<file path="config.mk">
export PLATFORM = sky130hd
export DESIGN_NAME = canvas_scanout
export DESIGN_NICKNAME = d
export VERILOG_FILES = /design/src/rtl/canvas_scanout.sv
export SDC_FILE = /design/constraint.sdc
export NUM_CORES = 1
export LEC_CHECK = 0
export BUFFER_PORTS_ARGS = -buffer_cell sky130_fd_sc_hd__buf_4
export CAP_MARGIN = 10
export CORE_ASPECT_RATIO = 0.9
export CORE_UTILIZATION = 55
export DETAILED_ROUTE_END_ITERATION = 12
export PLACE_DENSITY_LB_ADDON = 0.3
export SKIP_LAST_GASP = 1
export SLEW_MARGIN = 20
export SYNTH_ARGS = -nofsm -noshare
export SYNTH_HDL_FRONTEND = slang
export SYNTH_SLANG_ARGS = --single-unit
export TNS_END_PERCENT = 1
</file>
<file path="constraint.sdc">
create_clock -name clk -period 3.6 [get_ports clk]
set_input_delay 0.18 -clock clk [delete_from_list [all_inputs] [get_ports clk]]
set_output_delay 0.18 -clock clk [all_outputs]
set_load 0.03 [all_outputs]
</file>
<file path="src/rtl/canvas_scanout.sv">
// Raster scan-out of the 50x50 paint canvas: reads the canvas RAM, overlays the
// cursor square and streams 12-bit pixels over valid/ready, plus a per-frame tick.
module canvas_scanout #(
  parameter int unsigned X_MAX     = 50,
  parameter int unsigned Y_MAX     = 50,
  parameter int unsigned V_BLANK   = 2,
  parameter int unsigned PAD_SIZE  = 8,
  parameter logic [11:0] PAD_RGB   = 12'd2,
  parameter logic [11:0] PAINT_RGB = 12'd1,
  parameter logic [11:0] BG_RGB    = 12'd0
) (
  input  logic        clk,
  input  logic        reset,
  input  logic [9:0]  cursor_x,
  input  logic [9:0]  cursor_y,
  output logic        rd_en,
  output logic [11:0] rd_addr,
  input  logic        rd_data,
  output logic        pix_valid,
  input  logic        pix_ready,
  output logic [11:0] pix_rgb,
  output logic [5:0]  pix_x,
  output logic [5:0]  pix_y,
  output logic        pix_eol,
  output logic        pix_sof,
  output logic        refresh_tick
);

  localparam logic [10:0] X_LAST   = 11'(X_MAX - 1);
  localparam logic [10:0] Y_ACT    = 11'(Y_MAX);
  localparam logic [10:0] Y_LAST   = 11'(Y_MAX + V_BLANK - 1);
  localparam logic [10:0] PAD_SPAN = 11'(PAD_SIZE - 1);
  localparam logic [11:0] X_MUL    = 12'(X_MAX);

  logic [10:0] x_q, x_d, y_q, y_d;
  logic        s1_valid_q, s1_valid_d;
  logic [10:0] s1_x_q, s1_x_d, s1_y_q, s1_y_d;
  logic [9:0]  cx_q, cx_d, cy_q, cy_d;
  logic        out_valid_q, out_valid_d;
  logic [11:0] out_rgb_q, out_rgb_d;
  logic [5:0]  out_x_q, out_x_d, out_y_q, out_y_d;
  logic        out_eol_q, out_eol_d;
  logic        out_sof_q, out_sof_d;

  logic        active, adv, step, tick, in_box;
  logic [10:0] cx_hi, cy_hi;
  logic [11:0] color;

  always_comb begin
    active = (y_q < Y_ACT);
    adv    = !out_valid_q || pix_ready;
    tick   = (x_q == '0) && (y_q == Y_ACT);
    // Blanking lines run free; only the active region is throttled by the sink.
    step   = active ? adv : 1'b1;

    x_d = x_q;
    y_d = y_q;
    if (step) begin
      if (x_q == X_LAST) begin
        x_d = '0;
        y_d = (y_q == Y_LAST) ? '0 : y_q + 11'd1;
      end else begin
        x_d = x_q + 11'd1;
      end
    end

    cx_d = tick ? cursor_x : cx_q;
    cy_d = tick ? cursor_y : cy_q;

    s1_valid_d = s1_valid_q;
    s1_x_d     = s1_x_q;
    s1_y_d     = s1_y_q;
    if (adv) begin
      s1_valid_d = active;
      s1_x_d     = x_q;
      s1_y_d     = y_q;
    end

    // Box bounds kept at 11 bits so a cursor near the edge clips instead of wrapping.
    cx_hi  = {1'b0, cx_q} + PAD_SPAN;
    cy_hi  = {1'b0, cy_q} + PAD_SPAN;
    in_box = ({1'b0, cx_q} <= s1_x_q) && (s1_x_q <= cx_hi) &&
             ({1'b0, cy_q} <= s1_y_q) && (s1_y_q <= cy_hi);
    if (in_box)       color = PAD_RGB;
    else if (rd_data) color = PAINT_RGB;
    else              color = BG_RGB;

    out_valid_d = out_valid_q;
    out_rgb_d   = out_rgb_q;
    out_x_d     = out_x_q;
    out_y_d     = out_y_q;
    out_eol_d   = out_eol_q;
    out_sof_d   = out_sof_q;
    if (adv) begin
      out_valid_d = s1_valid_q;
      out_rgb_d   = s1_valid_q ? color : '0;
      out_x_d     = s1_x_q[5:0];
      out_y_d     = s1_y_q[5:0];
      out_eol_d   = s1_valid_q && (s1_x_q == X_LAST);
      out_sof_d   = s1_valid_q && (s1_x_q == '0) && (s1_y_q == '0);
    end
  end

  always_ff @(posedge clk or posedge reset) begin
    if (reset) begin
      x_q         <= '0;
      y_q         <= '0;
      s1_valid_q  <= 1'b0;
      s1_x_q      <= '0;
      s1_y_q      <= '0;
      cx_q        <= '0;
      cy_q        <= '0;
      out_valid_q <= 1'b0;
      out_rgb_q   <= '0;
      out_x_q     <= '0;
      out_y_q     <= '0;
      out_eol_q   <= 1'b0;
      out_sof_q   <= 1'b0;
    end else begin
      x_q         <= x_d;
      y_q         <= y_d;
      s1_valid_q  <= s1_valid_d;
      s1_x_q      <= s1_x_d;
      s1_y_q      <= s1_y_d;
      cx_q        <= cx_d;
      cy_q        <= cy_d;
      out_valid_q <= out_valid_d;
      out_rgb_q   <= out_rgb_d;
      out_x_q     <= out_x_d;
      out_y_q     <= out_y_d;
      out_eol_q   <= out_eol_d;
      out_sof_q   <= out_sof_d;
    end
  end

  // Read strobe is gated by reset so every output is low while reset is held.
  assign rd_en        = active && adv && !reset;
  assign rd_addr      = ({1'b0, y_q} * X_MUL) + {1'b0, x_q};
  assign refresh_tick = tick;
  assign pix_valid    = out_valid_q;
  assign pix_rgb      = out_rgb_q;
  assign pix_x        = out_x_q;
  assign pix_y        = out_y_q;
  assign pix_eol      = out_eol_q;
  assign pix_sof      = out_sof_q;

endmodule

</file>
==> impl_metrics.env <==
export IMPL_design_portCount=65
export IMPL_number_of_h_tree_levels=3
export IMPL_reg2reg_slack_ps=670
export IMPL_drv_cap=0
export IMPL_mappedNetlistArea_um2=5780
export IMPL_whs_path_depth=3
export IMPL_number_of_enable_type_register_cells_in_the_synthesized_netlist=0
export IMPL_worst_endpoint_arrival_ps=3700
export IMPL_rsz0062_at_grt="yes"
export IMPL_final_net_count=832
export IMPL_finalCritPeriodShare_pct=108
export IMPL_ant_nets=0
export IMPL_cellLeakagePower_nw=3.41
export IMPL_synth_top_area_cell="dfrtp_1"
export IMPL_peakVddDrop_v=0.000255
export IMPL_synth_top_area_share_pct=35.5
export IMPL_timing_worst_slew_pin_value_ps=918
export IMPL_clkLatencyLatePin_ps=330
export IMPL_ctsRootBufferMaster="clkbuf_16"
export IMPL_fin_tns_setup_ps=-702
export IMPL_synth_seq_cells=82
export IMPL_grt_overflow=0
export IMPL_power_clock_fraction_pct=50.0
export IMPL_finalWeightedCongestion=0.899
export IMPL_finClkSkew_ps=8.99
export IMPL_worst_hold_path_endpoint="cx_q[0]"
export IMPL_post_synth_inst_count=632
export IMPL_internal_power_w=0.00154
export IMPL_start_util_pct=56.4
export IMPL_drc=0
export IMPL_pin_count_of_the_biggest_net_entering_global_routing=59
export IMPL_insertedDiodeCount=0
export IMPL_power_switching_w=0.000406
export IMPL_switching_share_pct=20.8
export IMPL_tritoncts_num_buffers=9
export IMPL_final_max_slew_viol_count=0
export IMPL_critical_path_peak_fanout=3
export IMPL_final_worst_slack_ps=-279
export IMPL_number_of_global_route_vias_before_repair=4942
export IMPL_finalWorstPathRequiredPeriod_ps=3880
export IMPL_yosys_cell_types_count=48
export IMPL_tritoncts_clock_tree="built"
export IMPL_clkSinkCount=82
export IMPL_async_flop_share_pct=100
export IMPL_antenna_found_initial=0
export IMPL_drt_total_wl_mm=15.1
export IMPL_worst_hold_startpoint="cursor_x[0]"
export IMPL_crit_reg2reg_capture="pix_rgb[0]"
export IMPL_grt_pass1_wl_mm=24.4
export IMPL_sequential_share_of_the_synthesized_area_pct=35.5
export IMPL_yosys_top_cells_area="dfrtp_1 (35%), ha_1 (18%), o21ai_0 (6.2%)"
export IMPL_mostFrequentLayoutCell="dfrtp_1"
export IMPL_port_buffers=54
export IMPL_layout_cells_sized_above_1_pct=23.2
export IMPL_route_vias_total=4902
export IMPL_maxClockFrequency_mhz=258
export IMPL_totalPowerFinal_w=0.00195
export IMPL_critical_path_endpoint_type="output pin"
export IMPL_core_region_area_um2=10200
export IMPL_yosys_warnings=0
export IMPL_cts_buffer_depth=2
export IMPL_finalCoreUtilization_pct=69.9
export IMPL_pwr_share_comb_pct=2.8
export IMPL_power_frac_seq_pct=47.3
export IMPL_slew_headroom_pct=38.8
export IMPL_violations="setup timing"
export IMPL_dieWidth_um=110
export IMPL_clkSlewWorstSetupHoldPaths_ps=60
export IMPL_detail_route_vias_per_cell=5.77
export IMPL_syn2layout_area_growth_pct=23.9
export IMPL_crit_type="reg -> out"
export IMPL_run_status="finished, violations left"
export IMPL_timing_hold_violations_final=0
export IMPL_drt_pass1_iterations=5
export IMPL_rr_startpoint="cx_q[0]"
export IMPL_whs_ps=46.7
export IMPL_post_dp_hpwl_mm=10.6
export IMPL_floorplan_die_height_um=99.3
export IMPL_start_kind="register"
export IMPL_hold_path_class="in -> reg"
export IMPL_layout_cells_most_common_list="dfrtp_1 (82), buf_4 (81), nand2_1 (80)"
export IMPL_power_density_over_the_cells_nw_per_um2=272
export IMPL_synthesis_area_per_instance_um2=9.15
export IMPL_timing_critical_path_required_ps=3420
export IMPL_postSynth_topFlopCell="dfrtp_1"
export IMPL_dieArea_um2=10900
export IMPL_drt_iter0_drc=252
export IMPL_fill_cells=726
export IMPL_rows=35
export IMPL_worst_r2r_cell_count=13
export IMPL_detail_route_wl_per_cell_um=17.8
export IMPL_setup_viol_count_final=4
export IMPL_global_route_usage_total_pct=29.1
## sequential cells by signal, summed over array words and instances (netlist names)
| name | count |
|---|---|
| y_q | 11 |
| pix_sof | 1 |
| s1_x_q | 11 |
| pix_x | 6 |
| s1_valid_q | 1 |
| x_q | 11 |
| pix_rgb | 2 |
| pix_valid | 1 |
| cx_q | 10 |
| pix_y | 6 |
| s1_y_q | 11 |
| pix_eol | 1 |
| cy_q | 10 |
## cells in the mapped netlist (2+ instances only)
master and number:
and3_1 4, nor2b_1 6, or2_2 3, a211oi_1 7
xor2_1 19, a21oi_1 24, nand2b_1 7, and2_1 3
and3_2 2, nor2_1 27, o21ai_0 72, or3_1 3
inv_1 58, nor4_1 10, dfrtp_1 82, fa_1 6
and4_1 2, nor3_1 9, nand2_2 2, ha_1 84
buf_4 12, nand2_1 80, o31a_1 3, xnor2_1 22
nand3_1 14, a21o_1 7, nand4b_1 2, nand4_1 16
clkbuf_1 10, o31ai_1 3, a31oi_1 2, mux2_2 15
## cell type report
cell class	count	area (um^2)	area share (%)
tap	129	161	2.25
clock inverter	4	77.6	1.08
clock buffer	10	229	3.19
multi-input combinational	479	3730	52.1
sequential	82	2050	28.6
timing repair buffer	88	694	9.69
inverter	58	221	3.09
## kinds of logic after synthesis
group	Yosys count	share of synthesized area (%)
XOR/XNOR	41	6.21
other	1	0.0648
AO/OA/AOI/OAI	125	12.2
AND/OR/NAND/NOR	197	16.7
buffers and inverters	80	5.97
adder cells (fa/ha/maj)	90	20.2
flip-flops	82	35.5
multiplexers	16	3.11
## layer usage
layer	vias up	GRT usage (%)	share of wire (%)
li1	2346	-	-
met1	2364	37.7	44
met2	146	48.6	49
met3	46	4.72	4.0
met4	0	11.1	3.3
met5	-	0	0
## worst max-delay path, stage by stage (launching register included)
cell,delay (ps)
dfrtp_1,380
inv_2,90
ha_4,270
inv_2,40
ha_4,250
inv_2,40
fa_1,540
inv_2,60
ha_4,280
inv_4,40
nor2_4,130
nor2_4,50
xnor2_2,140
ha_4,280
and3_4,190
o221ai_2,90
a21oi_2,190
xnor2_2,130
buf_6,150
## worst max path at each step
stage	from	endpoint	cells past startpoint
final	y_q[3]	rd_addr[11]	18
after global routing	y_q[3]	rd_addr[11]	18
after CTS	y_q[3]	rd_addr[11]	18
after detailed placement	y_q[2]	rd_addr[10]	16
after global placement	y_q[2]	rd_addr[11]	15
after floorplan	y_q[2]	rd_addr[10]	13
## power groups by stage
stage / Sequential, W / Combinational [W] / Clock, W
6_report: 0.000921 / 0.0000541 / 0.000974
2_1_floorplan: 0.000939 / 0.0000358 / 0
3_3_place_gp: 0.000939 / 0.0000535 / 0
5_1_grt: 0.000921 / 0.0000610 / 0.00101
4_1_cts: 0.000921 / 0.0000557 / 0.000983
3_5_place_dp: 0.000939 / 0.0000547 / 0
## what timing repair did
item	CTS	global route
hold buffers	1	0
pin swaps	19	16
resized for setup	39	16
buffers inserted	17	2
setup endpoints to repair	4	5
endpoints found under the hold margin	29	0
## per-stage QoR
stage / instances / setup WS (ps) / area [um^2]
6_report: 850 / -279 / 7170
5_1_grt: 850 / -412 / 7170
4_1_cts: 848 / -163 / 7060
3_5_place_dp: 816 / -103 / 6380
3_3_place_gp: 816 / 9.24 / 6380
2_1_floorplan: 641 / 57.0 / 5830
No activity file was read; power rests on OpenSTA's default activity.
